## config.mk

```make
export PLATFORM = sky130hd
export DESIGN_NAME = slt_serial
export DESIGN_NICKNAME = d
export VERILOG_FILES = /design/src/rtl/slt_serial.sv
export SDC_FILE = /design/constraint.sdc
export NUM_CORES = 1
export LEC_CHECK = 0
export CAP_MARGIN = 20
export CORE_MARGIN = 5
export CORE_UTILIZATION = 40
export CTS_CLUSTER_SIZE = 28
export DETAILED_ROUTE_END_ITERATION = 10
export GPL_TIMING_DRIVEN = 1
export PLACE_DENSITY = 0.68
export SLEW_MARGIN = 10
export SYNTH_ARGS = -nofsm -noshare
export SYNTH_HDL_FRONTEND = slang
export SYNTH_SLANG_ARGS = --single-unit
```

## constraint.sdc

```tcl
create_clock -name clk -period 2.9 [get_ports clk]
set_clock_uncertainty 0.15 [all_clocks]
set_input_delay 0.29 -clock clk [delete_from_list [all_inputs] [get_ports clk]]
set_output_delay 0.29 -clock clk [all_outputs]
set_load 0.005 [all_outputs]
```

## src/rtl/slt_serial.sv

```systemverilog
// -----------------------------------------------------------------------------
// slt_serial
//
// Bit-serial set-less-than comparator. One bit pair is examined per clock,
// from MSB down to LSB, and the first differing bit decides the result.
// Both signed (slt) and unsigned (sltu) compares are supported.
//
// Ports
//   clk          rising-edge clock for all state
//   reset        asynchronous active-high reset
//   start        request a compare (honoured only while idle)
//   a, b         32-bit operands, captured when start is accepted
//   is_unsigned  1 = unsigned compare, 0 = signed compare
//   busy         high while a compare is in progress (RUN and DONE)
//   done         one-cycle pulse when lt/eq are valid
//   lt           result flag, 1 when A < B
//   eq           equality flag, 1 when A == B
//
// Build option
//   SLT_SERIAL_EARLY_EXIT_EN  when defined, RUN ends on the first differing
//                             bit instead of always scanning all 32 bits.
//                             Results are identical; only latency changes.
//
// state | meaning
// ------+------------------------------------------------------------
// IDLE  | waiting for start; lt/eq hold the previous result
// RUN   | scanning one latched bit pair per cycle, MSB to LSB
// DONE  | result valid, done pulses for this single cycle
// -----------------------------------------------------------------------------
module slt_serial (
    input  logic        clk,
    input  logic        reset,
    input  logic        start,
    input  logic [31:0] a,
    input  logic [31:0] b,
    input  logic        is_unsigned,
    output logic        busy,
    output logic        done,
    output logic        lt,
    output logic        eq
);

    typedef enum logic [1:0] {
        IDLE = 2'd0,
        RUN  = 2'd1,
        DONE = 2'd2
    } state_t;

    state_t      state;
    state_t      state_nxt;

    logic [31:0] a_q;
    logic [31:0] b_q;
    logic        uns_q;
    logic [4:0]  idx;
    logic        decided;

    logic        accept;
    logic        bit_a;
    logic        bit_b;
    logic        bit_diff;
    logic        first_diff;
    logic        bit_lt;
    logic        last_bit;

    // Bit-pair evaluation at the current index.
    always_comb begin
        bit_a      = a_q[idx];
        bit_b      = b_q[idx];
        bit_diff   = bit_a ^ bit_b;
        first_diff = bit_diff & ~decided;
        last_bit   = (idx == 5'd0);
        // The sign bit is the only place where the two modes disagree: in a
        // signed compare a set MSB marks the negative, i.e. lesser, operand.
        // Everywhere else A < B exactly when b holds the 1.
        if ((idx == 5'd31) && !uns_q) begin
            bit_lt = bit_a;
        end else begin
            bit_lt = bit_b;
        end
    end

    // FSM state register.
    always_ff @(posedge clk or posedge reset) begin
        if (reset) begin
            state <= IDLE;
        end else begin
            state <= state_nxt;
        end
    end

    // FSM next-state and outputs.
    always_comb begin
        state_nxt = state;
        busy      = 1'b0;
        done      = 1'b0;
        accept    = 1'b0;
        case (state)
            IDLE: begin
                if (start) begin
                    accept    = 1'b1;
                    state_nxt = RUN;
                end
            end
            RUN: begin
                busy = 1'b1;
                if (last_bit) begin
                    state_nxt = DONE;
                end
`ifdef SLT_SERIAL_EARLY_EXIT_EN
                if (first_diff) begin
                    state_nxt = DONE;
                end
`endif
            end
            DONE: begin
                busy      = 1'b1;
                done      = 1'b1;
                state_nxt = IDLE;
            end
            default: begin
                state_nxt = IDLE;
            end
        endcase
    end

    // Operand capture, bit index and result flags.
    always_ff @(posedge clk or posedge reset) begin
        if (reset) begin
            a_q     <= 32'd0;
            b_q     <= 32'd0;
            uns_q   <= 1'b0;
            idx     <= 5'd31;
            decided <= 1'b0;
            lt      <= 1'b0;
            eq      <= 1'b0;
        end else if (accept) begin
            a_q     <= a;
            b_q     <= b;
            uns_q   <= is_unsigned;
            idx     <= 5'd31;
            decided <= 1'b0;
            // Preload the "all bits equal" answer; the first differing bit
            // overwrites it, otherwise it is already correct at the end.
            lt      <= 1'b0;
            eq      <= 1'b1;
        end else if (state == RUN) begin
            if (first_diff) begin
                lt      <= bit_lt;
                eq      <= 1'b0;
                decided <= 1'b1;
            end
            // Hold at 0 rather than wrapping back to 31.
            if (!last_bit) begin
                idx <= idx - 5'd1;
            end
        end
    end

endmodule

```

* Word-level counts from Yosys, hierarchy flattened *
Index checks and enable logic that the tools add are counted.

cells by class
  add/sub/neg operators = 1
  $lt $le $gt $ge = 1
  equal/unequal tests = 6
  mux-type cells = 24
  bitwise logic cells = 3
  reductions and logical operators = 10

operator list
  kind                 number
  $mux 1               16
  $mux 5               3
  $bmux 1 s5           2
  $lt 5x6->1 const B   1
  $ne 2x2->1 const B   3
  $reduce_and 2->1     3
  $eq 5x5->1 const B   1
  $logic_not 5->1      1
  $sub 5x1->5 const B  1
  $mux 2               2
  $pmux 2 s2           1
  $reduce_bool 2->1    2
  $eq 2x1->1 const B   1
  $eq 2x2->1 const B   1
  $logic_not 2->1      1
  $reduce_or 2->1      1
  $and 1x1->1          1
  $logic_and 1x1->1    1
  $logic_not 1->1      1
  $not 1->1            1
  $xor 1x1->1          1

word-level totals
  flip-flop bits (word level) = 75
  input port bits = 68
  output and inout port bits = 4

* Logic depth before layout (Yosys ltp) *
Gate-level depths: netlist (run 1).

  depth after elaboration = 7
  mapped depth = 10

* Worst setup path before layout (run 1) *
Ideal clock, no wire load.

  path type = flip-flop to flip-flop
  from = reg idx[0]
  to = reg lt
  library setup time = 0.137 ns
  data arrival time = 2.030 ns
  data required time = 2.613 ns
  setup slack = 0.582 ns
  stages on the path, launching flop included = 9
  path buffers = 2
  cells stage by stage = dfstp_2 buf_6 buf_6 mux4_2 a32oi_1 nand4_2 and3b_1 o21ai_1 o211ai_1

between the ends
  cells in the longest elaborated chain, start to end = 6
  elaborated cells between the ends (all ways) = 14

RTL lines
  element                                                     RTL line  source
  start: declaration                                          55        logic [4:0] idx;
  start signal: assignment                                    155       idx <= idx - 5'd1;
  $bmux 1 s5, or another cell as far along                    69        bit_b = b_q[idx];
  $mux 1 (implied by the code), or another cell as far along  69
  $mux 1 / $xor 1x1->1 (equally long branches)                76, 70
  $mux 1 / $and 1x1->1 (equally long branches)                148, 71
  $mux 1 / $reduce_bool 2->1 (equally long branches)          --
  $mux 1 / $reduce_and 2->1 (equally long branches)           --
  end signal: assignment                                      149       lt <= bit_lt;
  end: declaration                                            39        output logic lt,

Several ways; a longest one is shown, not always the timed one. The select of a mux whose other input is x is not followed.
A chain may end at the register's enable or synchronous reset.

* Worst setup path after layout (run 1) *
Ends and elaborated chain as after synthesis.

==> impl_metrics.json, run 1 <==
{
  "row_count": 34,
  "yosysWarnings": 0,
  "dpl.cell_count": 421,
  "hold_violations": 0,
  "cp.arrival_ps": 2680,
  "synth_top_cell_by_area": "dfrtp_1",
  "viasPerCell": 5.27,
  "postRouteAntennaNets": 0,
  "wl_per_cell_um": 16.9,
  "cts_buffers": 9,
  "top_usage_layer": "met2",
  "synth_top_area_share_pct": 48.6,
  "hpwl_um": 5300,
  "area_growth_pct": 27.8,
  "vdd_ir_drop_max_v": 0.000346,
  "hold_class": "primary input to async pin",
  "post_cts_buffers": 0,
  "worst_pin_slew_ps": 374,
  "status": "completed",
  "nets": 398,
  "die_h_um": 105,
  "max_cap_viol_count": 0,
  "ctsLongestPathBuffers": 2,
  "synth_area_leaders": "dfrtp_1, mux2_2, mux4_1",
  "rsz0062_at_grt": "no",
  "layout_common_cells": "clkdlybuf4s50_1, dfrtp_1, mux2_2, nand2_1, clkbuf_8",
  "wl_um": 7380,
  "crit_type": "flop to flop",
  "dieArea_um2": 11000,
  "port_buffers": 71,
  "syn-cell-area_um2": 3600,
  "ys_ff_latch": 75,
  "cts_hold_buf": 0,
  "nFillCells": 770,
  "first_global_vias": 2478,
  "ys_types": 50,
  "drive_gt1_share_pct": 31.9,
  "cp_max_fo": 10,
  "synth_ff_type": "dfrtp_1",
  "async_flop_share_pct": 100,
  "use_met3_pct": 4.13,
  "period_share_pct": 90.3,
  "final_core_util_pct": 52.6,
  "insertion_delay_ps": 350,
  "multi_input_area_um2": 1620,
  "post-route-min-period_ps": 2620,
  "required_ps": 2960,
  "cts_tree": "done",
  "slew_viol_final": 0,
  "coreArea_um2": 8760,
  "clock.fmax_ghz": 0.382,
  "p_sw_share_pct": 31.3,
  "cp-start-kind": "flop",
  "clockPowerShare_pct": 15.9,
  "h-tree-depth": 3,
  "gp_congestion": 0.792,
  "syn_area_per_cell_um2": 14.4,
  "use_met1_pct": 19.5,
  "cts_root_buf": "clkbuf_8",
  "drtIter0Drc": 128,
  "grtUsageTotal_pct": 14.2,
  "instances_no_fill": 437,
  "max_slew_margin_pct": 75.1,
  "synth_fp_nets": 325,
  "vias": 2305,
  "fp.dieW_um": 105,
  "synth.yosys.seq_area_share_pct": 52.2,
  "hold_slack_ps": 53.7,
  "regArea_um2": 1880,
  "endpoint_kind": "flop",
  "io_pins": 72,
  "dr.pass1.iters": 4,
  "grtUsageMet2_pct": 21.3,
  "setup_viol": 0,
  "grt_antenna_before_repair": 0,
  "cts_resized": 0,
  "remaining_drc_errors": 0,
  "initial_core_util_pct": 41.1,
  "power_density_nw_per_um2": 983,
  "grt-ovfl-total": 0,
  "p_leak_nw": 1.92,
  "p_int_mw": 3.11,
  "path_clk_slew_ps": 70,
  "antenna_cells": 0,
  "layout_commonest_cell": "clkdlybuf4s50_1",
  "grt_max_degree": 69,
  "seqPwrFrac_pct": 42.5,
  "grt_pass1_wl_um": 12400,
  "synth_edf_count": 0,
  "p_comb_share_pct": 41.7,
  "switchingPower_mw": 1.42,
  "syn_inst": 251,
  "cts.sink_count": 75,
  "fin_setup_tns_ps": 0
}
-- kinds of logic after synthesis --
group                      Yosys count  synth area share (%)
adders and majority gates            6                  2.08
buffers and inverters               21                  2.95
AOI/OAI and AO/OA                   20                  4.37
DFF                                 75                  52.2
muxes                               87                  31.2
and+or+nand+nor                     38                  6.14
xor gates and xnor gates             4                 0.972
-- Yosys cell counts, types with 2 or more instances --
cell type  count
a21oi_1        2
and3_1         3
buf_1          5
buf_2          4
buf_6          2
clkbuf_1       2
dfrtp_1       70
dfstp_2        5
ha_1           6
inv_1          6
mux2_2        66
mux2i_1        9
mux4_1         6
mux4_2         6
nand2_1       11
nand3_1        2
nand3b_1       3
nor2_1         4
nor3_1         3
o211ai_1       2
o21ai_0        2
o21ai_1        2
xnor2_1        3
-- power groups by stage --
stage / combinational [mW] / sequential [mW] / clock, mW
after floorplan: 1.56 / 1.77 / 0
after global placement: 1.86 / 1.95 / 0
after detailed placement: 1.90 / 1.95 / 0
after CTS: 1.91 / 1.94 / 0.736
after global routing: 2.07 / 2.01 / 0.788
final: 1.89 / 1.92 / 0.718
-- state kept, by name, summed over array words and instances, names as in the netlist --
register,cells
uns_q,1
b_q,32
idx,5
eq,1
lt,1
state,2
decided,1
a_q,32
-- metal layers --
| metal | share of wire (%) | routed length (um) |
|---|---|---|
| met5 | 0 | 0 |
| met3 | 4.5 | 331 |
| met4 | 2.0 | 148 |
| met2 | 48 | 3510 |
| met1 | 46 | 3390 |
-- cell type report --
class / instances / share of cell area, %
flip-flops and latches: 75 / 40.9
repair buffers: 77 / 16.9
inverters: 6 / 0.489
clock buffers: 16 / 3.69
well taps: 108 / 2.93
multi-input cells: 155 / 35.1
-- worst max-delay path, stage by stage (launching register included) --
cell	delay (ps)
dfstp_2	700
buf_4	260
mux4_2	520
a32oi_1	210
nand4_2	180
and3b_1	220
o21ai_1	140
o211ai_1	110
-- metrics by stage --
step                setup WS (ps)  total power, mW  area (um^2)
floorplan                     558             3.33         3600
global placement              378             3.80         4440
detailed placement            298             3.85         4440
CTS                           269             4.58         4610
global route                  164             4.87         4610
finish                        283             4.53         4610
-- path summary, 6_finish.rpt --
kind | start | end | slack, ps | depth (start not counted)
max in group asynchronous | reset | lt | 1960 | 3
min in group clk | b_q[7] | b_q[7] | 350 | 1
min reg2reg | b_q[7] | b_q[7] | 350 | 1
max reg2reg | idx[0] | lt | 280 | 7
min | reset | b_q[11] | 50 | 2
max | idx[0] | lt | 280 | 7
(Power assumes the default switching activity.)
==> run 2, diff against run 1 <==
Settings changed: CTS_CLUSTER_SIZE 28 to 16.
==> results of run 2 <==
Final layout, timing and power as in run 1 (identical DEF).
==> run 3, diff against run 2 <==
Settings changed: CORE_MARGIN 5 to 1.5, MAX_ROUTING_LAYER set to met4.
==> impl_metrics.json, run 3 (synthesis gave the netlist of run 1 again) <==
{
  "status": "completed",
  "row_count": 34,
  "total_power_mw": 4.44,
  "required_ps": 2980,
  "rsz0062_at_grt": "no",
  "vias": 2263,
  "port_buffers": 71,
  "antenna_cells": 0,
  "clockPowerShare_pct": 15.1,
  "insertion_delay_ps": 340,
  "p_leak_nw": 1.91,
  "crit_slowest_cell": "dfstp_2",
  "grtUsageTotal_pct": 16.2,
  "nets": 399,
  "grt_max_degree": 39,
  "cts_resized": 0,
  "area_growth_pct": 26.9,
  "viasPerCell": 5.17,
  "max_cap_viol_count": 0,
  "first_global_vias": 2451,
  "nFillCells": 744,
  "regArea_um2": 1880,
  "grt-ovfl-total": 0,
  "fin_setup_tns_ps": 0,
  "path_buf_inv": 1,
  "vdd_ir_drop_max_v": 0.000343,
  "layout_common_cells": "clkdlybuf4s50_1, dfrtp_1, mux2_2, nand2_1",
  "cts.sink_count": 75,
  "remaining_drc_errors": 0,
  "layout_commonest_cell": "clkdlybuf4s50_1",
  "grt_antenna_before_repair": 0,
  "clock.fmax_ghz": 0.398,
  "cp-start-kind": "flop",
  "path_clk_slew_ps": 70,
  "p_int_mw": 3.05,
  "worst_pin_slew_ps": 469,
  "dr.pass1.iters": 4,
  "setup_viol": 0,
  "postRouteAntennaNets": 0,
  "gp_congestion": 0.793,
  "seqPwrFrac_pct": 43.8,
  "p_comb_share_pct": 41.1,
  "period_share_pct": 86.5,
  "p_sw_share_pct": 31.3,
  "post_cts_buffers": 0,
  "multi_input_area_um2": 1620,
  "wl_per_cell_um": 15.7,
  "cts_root_buf": "clkbuf_8",
  "power_density_nw_per_um2": 972,
  "initial_core_util_pct": 41.3,
  "reg_top3": "a_q: 32 flops, b_q: 32 flops, idx: 5 flops",
  "die_h_um": 97.9,
  "max_slew_margin_pct": 68.7,
  "io_pins": 72,
  "fp.dieW_um": 97.9,
  "wl_um": 6890,
  "cts_hold_buf": 0,
  "worstPathCellList": "buf_4, mux4_1, mux2i_1, a221oi_2, xnor2_1, a22o_1",
  "max_stage_delay_ps": 710,
  "cp.arrival_ps": 2590,
  "slew_viol_final": 0,
  "endpoint_kind": "flop",
  "cts_buffers": 9,
  "hold_violations": 0,
  "h-tree-depth": 3,
  "crit_type": "flop to flop",
  "ctsLongestPathBuffers": 2,
  "drive_gt1_share_pct": 32.4,
  "grt_pass1_wl_um": 11800,
  "switchingPower_mw": 1.39,
  "hpwl_um": 5160,
  "critPathTopFamily": "multiplexers",
  "hold_class": "primary input to async pin",
  "coreArea_um2": 8720,
  "cp_max_fo": 10,
  "dieArea_um2": 9590,
  "cts_tree": "done",
  "post-route-min-period_ps": 2510,
  "drtIter0Drc": 60
}
[run 3: cell count changes in the layout (fill, tap and decap cells not counted), sizes merged]
cell    change
clkbuf      -3
buf         +1
clkinv      +3
[run 3: final cells by class]
class | instances | area share (%)
multi-input combinational | 155 | 35.3
inverter | 6 | 0.492
clock buffer | 13 | 3.04
timing repair buffer | 78 | 16.7
tap | 108 | 2.95
clock inverter | 3 | 0.328
sequential | 75 | 41.2
[run 3: layer usage]
layer / wire, um / up-vias / global-route usage (%) / share of wire (%)
met5: 0 / - / - / 0
met3: 260 / 6 / 3.87 / 3.8
met2: 3360 / 44 / 26.5 / 49
met4: 60 / 0 / 3.63 / 0.87
li1: - / 1079 / - / -
met1: 3210 / 1134 / 20.4 / 47
[run 3: stage by stage]
step	cells	setup WS, ps	hold WS, ps	util [%]	instance area [um^2]
global route	438	236	300	52.5	4570
global placement	422	440	334	50.7	4420
detailed placement	422	379	340	50.7	4420
floorplan	251	558	292	-	3600
finish	438	390	234	52.5	4570
CTS	438	367	247	52.5	4570
[run 3: worst reg2reg max path: cells and delay by family, from the launching register on]
| family | cells | cell delay (ps) |
|---|---|---|
| compound gates | 2 | 330 |
| mux | 2 | 780 |
| buf+inv | 1 | 260 |
| flops | 1 | 710 |
| xor+xnor | 1 | 170 |
[run 3: power by group through the flow]
| stage | sequential (mW) | clock [mW] | combinational (mW) |
|---|---|---|---|
| 2_1_floorplan | 1.77 | 0 | 1.56 |
| 3_3_place_gp | 1.99 | 0 | 1.80 |
| 3_5_place_dp | 1.99 | 0 | 1.85 |
| 4_1_cts | 1.97 | 0.688 | 1.86 |
| 5_1_grt | 2.04 | 0.731 | 2.01 |
| 6_report | 1.95 | 0.670 | 1.83 |
[run 3: path summary, 6_finish.rpt]
check / start / endpoint / slack (ps) / depth (start not counted)
min in group clk: a_q[20] / a_q[20] / 360 / 1
worst max register to register: idx[0] / decided / 390 / 6
worst min register to register: a_q[20] / a_q[20] / 360 / 1
max in group asynchronous: reset / idx[0] / 2010 / 3
worst max-delay path: idx[0] / decided / 390 / 6
worst min-delay path: reset / b_q[8] / 230 / 3
